**config.mk**
```make
export PLATFORM = sky130hd
export DESIGN_NAME = div_fu_ctrl
export DESIGN_NICKNAME = d
export VERILOG_FILES = /design/src/rtl/div_fu_ctrl.sv
export SDC_FILE = /design/constraint.sdc
export NUM_CORES = 1
export LEC_CHECK = 0
export BUFFER_PORTS_ARGS = -buffer_cell sky130_fd_sc_hd__buf_4
export CAP_MARGIN = 25
export CELL_PAD_IN_SITES_DETAIL_PLACEMENT = 1
export CELL_PAD_IN_SITES_GLOBAL_PLACEMENT = 1
export CORE_MARGIN = 5
export CORE_UTILIZATION = 34
export CTS_BUF_LIST = sky130_fd_sc_hd__clkbuf_8
export DETAILED_ROUTE_END_ITERATION = 16
export PLACE_DENSITY_LB_ADDON = 0.1
export SLEW_MARGIN = 25
export SYNTH_ARGS = -nofsm -noshare
export SYNTH_HDL_FRONTEND = slang
export SYNTH_SLANG_ARGS = --single-unit
export TNS_END_PERCENT = 5
```
**constraint.sdc**
```tcl
create_clock -name clk -period 2.9 [get_ports clk]
set_clock_uncertainty 0.2 [all_clocks]
set_input_delay 0.145 -clock clk [delete_from_list [all_inputs] [get_ports clk]]
set_output_delay 0.145 -clock clk [all_outputs]
set_load 0.01 [all_outputs]
```
**src/rtl/div_fu_ctrl.sv**
```systemverilog
// Issue-side controller for a sequential 33-bit divider: accepts one RISC-V
// div/divu/rem/remu op, bypasses divide-by-zero and signed overflow, returns the result.
module div_fu_ctrl #(
  parameter int unsigned DIV_CYCLES = 7,
  parameter int unsigned ROB_IDX_W  = 5,
  parameter int unsigned PREG_W     = 6
) (
  input  logic                 clk,
  input  logic                 rst,

  input  logic                 req_valid,
  output logic                 req_ready,
  input  logic [2:0]           req_funct3,
  input  logic [31:0]          req_rs1_v,
  input  logic [31:0]          req_rs2_v,
  input  logic [ROB_IDX_W-1:0] req_rob_idx,
  input  logic [PREG_W-1:0]    req_pd,

  input  logic                 flush,

  output logic                 div_start,
  output logic [32:0]          div_a,
  output logic [32:0]          div_b,
  input  logic                 div_complete,
  input  logic [32:0]          div_quotient,
  input  logic [32:0]          div_remainder,

  output logic                 resp_valid,
  input  logic                 resp_ready,
  output logic [31:0]          resp_data,
  output logic [ROB_IDX_W-1:0] resp_rob_idx,
  output logic [PREG_W-1:0]    resp_pd
);

  localparam int unsigned CNT_W    = (DIV_CYCLES > 1) ? $clog2(DIV_CYCLES) : 1;
  localparam logic [CNT_W-1:0] CNT_LAST = CNT_W'(DIV_CYCLES - 1);
  localparam logic [31:0] INT_MIN  = 32'h8000_0000;
  localparam logic [31:0] ALL_ONES = 32'hFFFF_FFFF;

  typedef enum logic [1:0] {
    IDLE  = 2'd0,
    START = 2'd1,
    BUSY  = 2'd2,
    DONE  = 2'd3
  } state_e;

  state_e                 state_q, state_d;
  logic [CNT_W-1:0]       cnt_q, cnt_d;
  logic [2:0]             funct3_q, funct3_d;
  logic [31:0]            rs1_q, rs1_d;
  logic [31:0]            rs2_q, rs2_d;
  logic [ROB_IDX_W-1:0]   rob_q, rob_d;
  logic [PREG_W-1:0]      pd_q, pd_d;
  logic [31:0]            result_q, result_d;

  logic accept;
  logic req_div0;
  logic req_ovf;
  logic unused_bits;

  // funct3[0] selects unsigned, funct3[1] selects remainder
  assign req_ready = (state_q == IDLE) && !flush && !rst;
  assign accept    = req_valid && req_ready;
  assign req_div0  = (req_rs2_v == 32'd0);
  assign req_ovf   = !req_funct3[0] && (req_rs1_v == INT_MIN) && (req_rs2_v == ALL_ONES);

  always_ff @(posedge clk) begin
    if (rst) begin
      state_q  <= IDLE;
      cnt_q    <= '0;
      funct3_q <= '0;
      rs1_q    <= '0;
      rs2_q    <= '0;
      rob_q    <= '0;
      pd_q     <= '0;
      result_q <= '0;
    end else begin
      state_q  <= state_d;
      cnt_q    <= cnt_d;
      funct3_q <= funct3_d;
      rs1_q    <= rs1_d;
      rs2_q    <= rs2_d;
      rob_q    <= rob_d;
      pd_q     <= pd_d;
      result_q <= result_d;
    end
  end

  // Next-state and datapath capture; flush overrides every transition
  always_comb begin
    state_d  = state_q;
    cnt_d    = cnt_q;
    funct3_d = funct3_q;
    rs1_d    = rs1_q;
    rs2_d    = rs2_q;
    rob_d    = rob_q;
    pd_d     = pd_q;
    result_d = result_q;

    case (state_q)
      IDLE: begin
        if (accept) begin
          funct3_d = req_funct3;
          rs1_d    = req_rs1_v;
          rs2_d    = req_rs2_v;
          rob_d    = req_rob_idx;
          pd_d     = req_pd;
          if (req_div0) begin
            result_d = req_funct3[1] ? req_rs1_v : ALL_ONES;
            state_d  = DONE;
          end else if (req_ovf) begin
            result_d = req_funct3[1] ? 32'd0 : INT_MIN;
            state_d  = DONE;
          end else begin
            state_d  = START;
          end
        end
      end
      START: begin
        cnt_d   = '0;
        state_d = BUSY;
      end
      BUSY: begin
        if (cnt_q != CNT_LAST) begin
          cnt_d = cnt_q + CNT_W'(1);
        end
        if ((cnt_q == CNT_LAST) && div_complete) begin
          result_d = funct3_q[1] ? div_remainder[31:0] : div_quotient[31:0];
          state_d  = DONE;
        end
      end
      DONE: begin
        if (resp_ready) begin
          state_d = IDLE;
        end
      end
      default: state_d = IDLE;
    endcase

    if (flush) begin
      state_d = IDLE;
    end
  end

  assign div_start    = (state_q == START);
  assign div_a        = {funct3_q[0] ? 1'b0 : rs1_q[31], rs1_q};
  assign div_b        = {funct3_q[0] ? 1'b0 : rs2_q[31], rs2_q};
  assign resp_valid   = (state_q == DONE);
  assign resp_data    = result_q;
  assign resp_rob_idx = rob_q;
  assign resp_pd      = pd_q;

  assign unused_bits = ^{funct3_q[2], div_quotient[32], div_remainder[32]};

endmodule

```
# Word level (Yosys, flattened, before mapping)
# Index checks and enable logic that the tools add are counted.
[word_totals]
regBits = 114
input_bits = 150
output_inout_bits = 112
elab_cells = 57
[op_classes]
n_addsub = 1
n_eq_ne = 12
muxes = 18
reduce_logical = 18
[ops]
columns = ["cell", "n"]
rows = [
  ["32-bit two-way mux", 7],
  ["32-bit equality test (second input constant)", 2],
  ["32-bit case mux with 2 select lines", 1],
  ["32-bit zero test", 1],
  ["2-bit two-way mux", 5],
  ["2-bit case mux with 4 select lines", 1],
  ["1-bit logical AND", 6],
  ["2-bit != test (second input constant)", 3],
  ["3-bit != test (second input constant)", 2],
  ["3-bit case mux with 2 select lines", 1],
  ["2-bit equality test (second input constant)", 2],
  ["2-bit AND reduction", 2],
  ["4-bit AND reduction", 1],
  ["2-bit nonzero test", 2],
  ["3-bit by 1-bit adder with 3-bit output (second input constant)", 1],
  ["3-bit equality test (second input constant)", 1],
  ["1-bit zero test", 3],
  ["3-bit two-way mux", 1],
  ["3-bit AND reduction", 1],
  ["2-bit by 1-bit equality test with 1-bit output (second input constant)", 1],
  ["2-bit zero test", 1],
  ["1-bit two-way mux", 2],
  ["2-bit by 1-bit != test with 1-bit output (second input constant)", 1],
  ["2-bit OR reduction", 1],
]

# Longest topological paths before layout
# Gate-level depths: netlist of the first run.
[depth]
word_depth = 7
ltp_mapped = 10
mapped_depth_nobuf = 7

# Least setup slack after synthesis of the first run
# No wires, ideal clock.
[synth_path]
path_type = "register to register"
startpoint = "reg state_q[0]"
endpoint = "reg state_q[1]"
setup_time_ps = 103
t_arrival_ps = 2262
t_required_ps = 2597
setup_slack_ps = 334
stages_incl_launch_ff = 8
n_path_buf = 0
synth_period_minus_slack_ps = 2566
path_cell_list = "dfxtp_1 -> inv_1 -> ha_1 -> nor3b_1 -> nand2_1 -> a222oi_1 -> mux2_2 -> a2111oi_2"
[synth_between]
elab_chain_cells = 6
word_cells_on_any_way = 12
classes_between = "eq/ne (6); mux (1); reduce/logical (5)"
[synth_rtl]
columns = ["item", "line_no", "source"]
rows = [
  ["start: declaration", "47", "state_e state_q, state_d;"],
  ["start signal: assignment", "78", "state_q <= state_d;"],
  ["2-bit zero test", "62", "assign req_ready = (state_q == IDLE) && !flush && !rst;"],
  ["1-bit logical AND (2 in a row)", "62", ""],
  ["net req_ready", "12", "output logic req_ready,"],
  ["1-bit logical AND", "63", "assign accept = req_valid && req_ready;"],
  ["2-bit != test (no source line)", "n/a", ""],
  ["3-bit AND reduction (no source line)", "n/a", ""],
]
# The timed path passes the listed nets, and every way through them passes these cells.
# A chain may end at the register's enable or synchronous reset.

# Worst setup path after layout of the first run
[layout_path]
startpoint = "reg state_q[1]"
endpoint = "reg state_q[1]"
[layout_between]
elab_chain_cells = 6
word_cells_on_any_way = 12
classes_between = "eq/ne (6); mux (1); reduce/logical (5)"
[layout_rtl]
columns = ["item", "line_no"]
rows = [
  ["2-bit zero test", "62, 100"],
  ["1-bit logical AND (2 in a row)", "62"],
  ["1-bit logical AND", "63"],
  ["2-bit != test (no source line)", "n/a"],
  ["3-bit AND reduction (no source line)", "n/a"],
]
# Several ways; a longest one is shown, not always the timed one.

==> results of run 1 <==
==> final timing paths <==
check | startpoint | to | slack (ns) | depth (start not counted)
worst max-delay path | state_q[1] | state_q[1] | 0.17 | 7
worst min-delay path | div_quotient[18] | resp_data[18] | 0.02 | 5
worst max register to register | state_q[1] | state_q[1] | 0.17 | 7
worst min register to register | rs2_q[30] | rs2_q[30] | 0.25 | 2
==> power breakdown <==
group          internal [mW]  total, mW  switching (mW)
logic                  0.384      0.720           0.335
clock network          0.992       1.66           0.670
registers               1.61       1.63          0.0255
total                   2.98       4.02            1.03
==> state kept, by name, summed over array words and instances (netlist names) <==
| register | flops |
|---|---|
| resp_rob_idx | 5 |
| rs2_q | 32 |
| state_q | 2 |
| funct3_q | 2 |
| resp_data | 32 |
| resp_pd | 6 |
| cnt_q | 3 |
| rs1_q | 32 |
==> through the flow <==
stage	setup slack, ns	hold WS, ns
finish	0.166	0.0165
global route	0.00301	0.0133
CTS	0.131	0.000353
detailed placement	0.162	0.185
global placement	0.314	0.167
floorplan	0.334	0.0214
==> Yosys cell counts, drive strengths merged <==
cell type and count:
ha 7, or4 3, nor2b 4, nand2 157, and4b 2, o211a 1, a2bb2oi 1, and3 1
nand4b 3, a222oi 1, nand4 7, nand3b 31, o211ai 1, a22o 1, dfxtp 114, nand2b 33
a21oi 112, nor2 8, o21bai 2, clkbuf 48, nor4 13, o21ai 2, mux2 1, nor4b 2
a2111oi 2, inv 4, buf 7, mux2i 63, nand3 3, nor3b 32, nor4bb 3, nor3 1
==> area by class of cell <==
cell class / instances / area, um2
Timing Repair Buffer: 369 / 3030
Clock buffer: 20 / 275
Inverter: 4 / 15.0
Antenna cell: 1 / 2.50
Fill cell: 1878 / 6870
Tap cell: 216 / 270
Sequential cell: 114 / 2280
Multi-Input combinational cell: 497 / 3030
Clock inverter: 12 / 161
==> per-layer routing <==
layer  global-route usage (%)  vias up  share of wire, %
met5                        0        -                 0
met4                     8.67        0               2.9
met3                     7.15       47               7.5
met2                     43.4      210                51
met1                     28.0     3018                39
li1                         -     2979                 -
==> cells by family (layout without fill, tap and decap cells) <==
group | Yosys count | count (layout) | share of synthesized area, %
and+or+nand+nor | 303 | 303 | 29.1
AOI/OAI and AO/OA | 123 | 123 | 11.8
DFF | 114 | 114 | 41.0
muxes | 64 | 64 | 11.5
buffers and inverters | 59 | 405 | 4.99
adders and majority gates | 7 | 7 | 1.57
other | 0 | 1 | 0
==> what timing repair did <==
item                                   in CTS  in global routing
setup endpoints to repair                   0                  1
endpoints found under the hold margin     102                  0
hold buffers                              100                  0
==> tightest hold or removal path, cell delays in order <==
cell and delay [ns]:
sky130_fd_sc_hd__buf_4 0.11, sky130_fd_sc_hd__mux2i_1 0.11, sky130_fd_sc_hd__a21oi_1 0.08, sky130_fd_sc_hd__nand3b_1 0.10, sky130_fd_sc_hd__mux2i_1 0.07
==> impl_results.rst, run 1 <==
.. list-table::
   :header-rows: 1

   * - Metric
     - Value
   * - # Post-CTS Setup Buffers
     - 0
   * - Die span in x
     - 138 um
   * - Via total after detailed routing
     - approximately 6300
   * - Leading cell type in the layout, fill and taps excluded
     - sky130_fd_sc_hd__buf_4
   * - Maximum number of pins on one net before global-route repair
     - 78
   * - Source-to-sink clock delay at the later pin of the worst-skew pair
     - 0.44 ns
   * - Wire length per cell after detailed routing
     - 19.4 um
   * - DRC violation count after routing
     - 0
   * - GRT Residual Overflow
     - 0
   * - Synthesized area per cell
     - 8.30 um2
   * - Final net count
     - about 1200
   * - # resized after CTS
     - 0
   * - Critical path start-end classification
     - reg2reg
   * - Path class of the lowest-slack min-delay path
     - in2reg
   * - Maximum level of the CTS H-tree
     - 4
   * - Initial core utilization
     - between 30% and 40%
   * - Post-synthesis cell area
     - about 5600 um2
   * - Commonest cells after routing, fill and taps aside
     - sky130_fd_sc_hd__buf_4, sky130_fd_sc_hd__nand2_1, sky130_fd_sc_hd__dfxtp_1
   * - Clock Pin Slew Worst Setup and Hold Paths
     - ~0.07 ns
   * - Area share of the largest cell type after synthesis
     - 41.0%
   * - Number of warnings reported in the yosys synthesis log
     - 0
   * - Post-Syn Nets
     - between 800 and 900
   * - Share of post-route cells with drive strength above 1
     - 30.7%
   * - Type of element launching the critical path
     - flip-flop
   * - # rows
     - 46
   * - Count of different cell masters after synthesis
     - 38
   * - Outcome
     - finished clean
   * - Post-Synthesis Cells
     - 670
   * - Number of antenna violations at the first check in global routing
     - 1
   * - Max frequency
     - 366 MHz
   * - Kind of capture point of the worst setup path
     - flip-flop
   * - First-pass GRT wire length
     - 36000 um
   * - Height of the die
     - 138 um
   * - Fin. max-slew vios
     - 0
   * - Crit path max-delay family
     - compound AO/OA/AOI/OAI gates
   * - Total of endpoints with negative setup slack in the final report
     - 0
   * - Worst path max stage delay
     - 0.63 ns
   * - GR Util All Layers
     - 24.5%
   * - Wirelength, routed
     - 23900 um
   * - Final period demand of the worst path
     - 2.73 ns
   * - Crit Path Max Fanout
     - 5
   * - Number of clock buffers inserted by TritonCTS
     - 17
   * - Max-cap violations
     - 0
   * - Maximum VDD drop
     - 0.257 mV
   * - Number of top-level pins
     - 262
   * - Detailed Routing Iterations Pass 1
     - 4
   * - Part of the cycle the worst path needs
     - 94.3%
   * - Clk buf depth
     - 2
   * - Post-synthesis cell type with the largest combined area
     - sky130_fd_sc_hd__dfxtp_1
   * - Number of global-route vias before repair
     - 6712
   * - Total power draw
     - about 4.0 mW
   * - Slew HR
     - 40.8%
   * - Ratio of total power to cell area
     - roughly 440 nW/um2
   * - Remaining number of nets flagged by the antenna check after routing
     - 0
   * - Number of instances in the placed design
     - 1100
   * - Post-Layout Cell Count
     - around 1200
   * - Hpwl dp
     - roughly 16000 um
   * - Register bit count reported by yosys
     - 114
   * - Area of placed instances
     - between 7000 and 8000 um2
   * - TritonCTS clock tree
     - built
   * - Fin. Hold Viols
     - 0
   * - Number of port buffers
     - between 200 and 300
   * - Cell chosen for the clock root
     - sky130_fd_sc_hd__clkbuf_8
   * - Area growth from synthesis to layout
     - 63.0%
   * - Final setup TNS
     - 0 ns
   * - Routability-driven placement congestion ratio
     - 0.764
   * - Setup repair after global routing missed its margin
     - false
   * - Cell leakage power
     - ~3.6 nW
   * - Req. time, crit path
     - 3.04 ns
   * - Library cell contributing the largest single delay on the critical path
     - sky130_fd_sc_hd__a222oi_1
   * - Number of clock sinks
     - 114
   * - Transition at the pin with the smallest max-transition slack
     - 0.888 ns
   * - Core ar.
     - roughly 16000 um2
   * - Critical path buffers and inverters
     - 1
   * - Fraction of the core area covered by cells at the end of the flow
     - 56.9%
   * - DRC violation total after the first TritonRoute iteration
     - ~350
   * - Routed vias/inst
     - 5.07
   * - Die footprint
     - 19000 um2
   * - Synth area leaders
     - sky130_fd_sc_hd__dfxtp_1, sky130_fd_sc_hd__mux2i_1, sky130_fd_sc_hd__nand2_1
   * - Non-Filler Cell Area, Final
     - 9070 um2
   * - Chain of cells forming the critical path
     - inv_1 > ha_1 > nor3b_1 > nand2_2 > a222oi_1 > mux2_2 > a2111oi_2
   * - Arrival @ worst endpoint
     - 2.87 ns
   * - Share of synthesized area occupied by flip-flops and latches
     - 41.0%
Note: power is estimated with default switching activity, not from simulation.
==> inputs of run 2 (changes only) <==
--- a/config.mk
+++ b/config.mk
@@ -11,7 +11,7 @@
 export CELL_PAD_IN_SITES_GLOBAL_PLACEMENT = 1
 export CORE_MARGIN = 5
 export CORE_UTILIZATION = 34
-export CTS_BUF_LIST = sky130_fd_sc_hd__clkbuf_8
+export CTS_BUF_LIST = sky130_fd_sc_hd__clkbuf_4 sky130_fd_sc_hd__clkbuf_8
 export DETAILED_ROUTE_END_ITERATION = 16
 export PLACE_DENSITY_LB_ADDON = 0.1
 export SLEW_MARGIN = 25
==> impl_results.rst, run 2 (synthesis results as in run 1) <==
.. list-table::
   :header-rows: 1

   * - Metric
     - Value
   * - Maximum number of pins on one net before global-route repair
     - 78 (unchanged)
   * - Critical path start-end classification
     - in2reg (was reg2reg)
   * - Final net count
     - 1160 (unchanged)
   * - Clk network pwr share
     - 41.6% (was 41.4%)
   * - Type of element launching the critical path
     - primary input (was flip-flop)
   * - Number of instances in the placed design
     - 1100 (unchanged)
   * - Routability-driven placement congestion ratio
     - 0.764 (unchanged)
   * - Slew HR
     - 40.8% (about the same)
   * - DRC violation total after the first TritonRoute iteration
     - 390 (was 352)
   * - Crit path max-delay family
     - simple AND/OR/NAND/NOR gates (was compound AO/OA/AOI/OAI gates)
   * - Max frequency
     - 365 MHz (was 366 MHz)
   * - Internal power
     - 3.00 mW (was 2.98 mW)
   * - Number of antenna violations at the first check in global routing
     - 1 (unchanged)
   * - DRC violation count after routing
     - 0 (unchanged)
   * - GRT Residual Overflow
     - 0 (unchanged)
   * - Crit Path Max Fanout
     - 22 (was 5)
   * - Number of clock buffers inserted by TritonCTS
     - 17 (unchanged)
   * - Final worst setup slack
     - 0.162 ns (was 0.166 ns)
   * - Remaining number of nets flagged by the antenna check after routing
     - 0 (unchanged)
   * - Part of the cycle the worst path needs
     - 94.4% (was 94.3%)
   * - Number of port buffers
     - 258 (unchanged)
   * - Final setup TNS
     - 0 ns (unchanged)
   * - Post-Layout Cell Count
     - 1233 (unchanged)
   * - Core ar.
     - 15900 um2 (unchanged)
   * - Ratio of total power to cell area
     - 444 nW/um2 (was 443 nW/um2)
   * - GR Util All Layers
     - 24.5% (unchanged)
   * - Kind of capture point of the worst setup path
     - flip-flop (unchanged)
   * - Number of clock sinks
     - 114 (unchanged)
   * - Req. time, crit path
     - 3.07 ns (was 3.04 ns)
   * - Height of the die
     - 138 um (unchanged)
   * - Critical path buffers and inverters
     - 3 (was 1)
   * - Chain of cells forming the critical path
     - dlygate4sd3_1 > buf_4 > or4_1 > or4_4 > nor4_4 > a22o_2 > buf_12 > mux2i_1 (was inv_1 > ha_1 > nor3b_1 > nand2_2 > a222oi_1 > mux2_2 > a2111oi_2)
   * - Initial core utilization
     - 34.9% (unchanged)
   * - First-pass GRT wire length
     - 36000 um (unchanged)
   * - Fin. Hold Viols
     - 0 (unchanged)
   * - Wirelength, routed
     - 23800 um (was 23900 um)
   * - Via total after detailed routing
     - 6240 (was 6254)
   * - Number of global-route vias before repair
     - 6716 (was 6712)
   * - Worst setup path startpoint
     - req_rs1_v[15] (was state_q[1])
   * - Arrival @ worst endpoint
     - 2.91 ns (was 2.87 ns)
   * - Detailed Routing Iterations Pass 1
     - 4 (unchanged)
   * - TritonCTS clock tree
     - built (unchanged)
   * - Flop pwr share
     - 40.6% (was 40.7%)
   * - Setup repair after global routing missed its margin
     - false (unchanged)
   * - Commonest cells after routing, fill and taps aside
     - sky130_fd_sc_hd__buf_4, sky130_fd_sc_hd__nand2_1, sky130_fd_sc_hd__dfxtp_1 (unchanged)
   * - Outcome
     - finished clean (unchanged)
   * - Area growth from synthesis to layout
     - 63.1% (was 63.0%)
   * - Net Switching
     - 1.03 mW (about the same)
   * - Maximum VDD drop
     - 0.257 mV (about the same)
   * - Routed vias/inst
     - 5.06 (was 5.07)
   * - Total of endpoints with negative setup slack in the final report
     - 0 (unchanged)
   * - Source-to-sink clock delay at the later pin of the worst-skew pair
     - 0.44 ns (about the same)
   * - Share of post-route cells with drive strength above 1
     - 30.8% (was 30.7%)
   * - Final-layout fill cell count
     - 1877 (was 1878)
   * - Hold wc startpoint
     - div_quotient[18] (unchanged)
   * - Power share of the combinational group
     - 17.8% (was 17.9%)
   * - Wire length per cell after detailed routing
     - 19.3 um (was 19.4 um)
   * - # rows
     - 46 (unchanged)
   * - Fraction of the core area covered by cells at the end of the flow
     - 56.9% (about the same)
   * - Startpoint of the worst-slack reg-to-reg timing path
     - state_q[1] (unchanged)
   * - Path class of the lowest-slack min-delay path
     - in2reg (unchanged)
   * - Maximum level of the CTS H-tree
     - 4 (unchanged)
   * - Transition at the pin with the smallest max-transition slack
     - 0.888 ns (about the same)
   * - Worst path max stage delay
     - 0.62 ns (was 0.63 ns)
   * - Number of top-level pins
     - 262 (unchanged)
   * - Leading cell type in the layout, fill and taps excluded
     - sky130_fd_sc_hd__buf_4 (unchanged)
   * - Clock Pin Slew Worst Setup and Hold Paths
     - 0.07 ns (about the same)
   * - Max-cap violations
     - 0 (unchanged)
   * - Die footprint
     - 19000 um2 (unchanged)
   * - Library cell contributing the largest single delay on the critical path
     - sky130_fd_sc_hd__or4_1 (was sky130_fd_sc_hd__a222oi_1)
   * - Die span in x
     - 138 um (unchanged)
   * - Switching share of power
     - 25.5% (was 25.7%)
   * - Fin. max-slew vios
     - 0 (unchanged)
   * - # resized after CTS
     - 0 (unchanged)
   * - Clk buf depth
     - 2 (unchanged)
   * - Cell chosen for the clock root
     - sky130_fd_sc_hd__clkbuf_8 (unchanged)
   * - Hpwl dp
     - 15700 um (unchanged)
   * - Post-Place Setup Slack
     - 0.162 ns (unchanged)
   * - Cell leakage power
     - 3.64 nW (about the same)
   * - Final period demand of the worst path
     - 2.74 ns (was 2.73 ns)
run 2: cell count changes in the layout (fill, tap and decap cells not counted), sizes merged:
cell / change
inv: -1
clkbuf: +1
run 2: power by group through the flow:
stage | clock network (mW) | registers (mW) | logic [mW]
final | 1.67 | 1.63 | 0.718
after global routing | 1.79 | 1.64 | 0.776
after CTS | 1.72 | 1.63 | 0.710
after detailed placement | 0 | 1.67 | 0.594
after global placement | 0 | 1.67 | 0.577
after floorplan | 0 | 1.68 | 0.249
run 2: cell type report:
type	count	area (um2)	area share [%]
repair buffers	369	3030	33.4
multi-input cells	497	3030	33.4
well taps	216	270	2.98
inverters	4	15.0	0.165
flip-flops and latches	114	2280	25.2
clock inverters	11	158	1.74
clock buffers	21	283	3.12
diodes	1	2.50	0.0276
run 2: final timing paths:
check	endpoint	slack [ns]	cells past startpoint
setup / recovery	resp_data[7]	0.16	8
hold / removal	resp_data[18]	0.02	5
setup reg to reg	state_q[1]	0.19	7
hold reg to reg	rs2_q[30]	0.26	2
run 2: worst reg2reg max path, delay by kind of cell (launching register included):
family          cells  cell delay (ns)
compound gates      2             0.83
fa+ha+maj           1             0.27
mux                 1             0.42
flops               1             0.34
buf+inv             1             0.13
simple gates        2             0.43
run 2: per-layer routing:
| layer | global-route usage, % | part of all wire, % |
|---|---|---|
| met1 | 28.0 | 39 |
| met2 | 43.4 | 51 |
| met5 | 0 | 0 |
| met4 | 8.67 | 2.9 |
| met3 | 7.15 | 6.8 |
run 2: per-stage QoR:
stage	cell area, um2	hold slack (ns)	power [mW]
floorplan	5560	0.0214	1.93
global placement	7630	0.167	2.24
detailed placement	7630	0.185	2.26
CTS	9070	0.000353	4.06
global route	9070	0.0133	4.20
finish	9070	0.0181	4.03
run 2: repair_timing:
item                       in CTS  in global routing
hold buffers                  100                  0
setup endpoints to repair       0                  1
buffers inserted                0                  0
hold endpoints to repair      101                  0
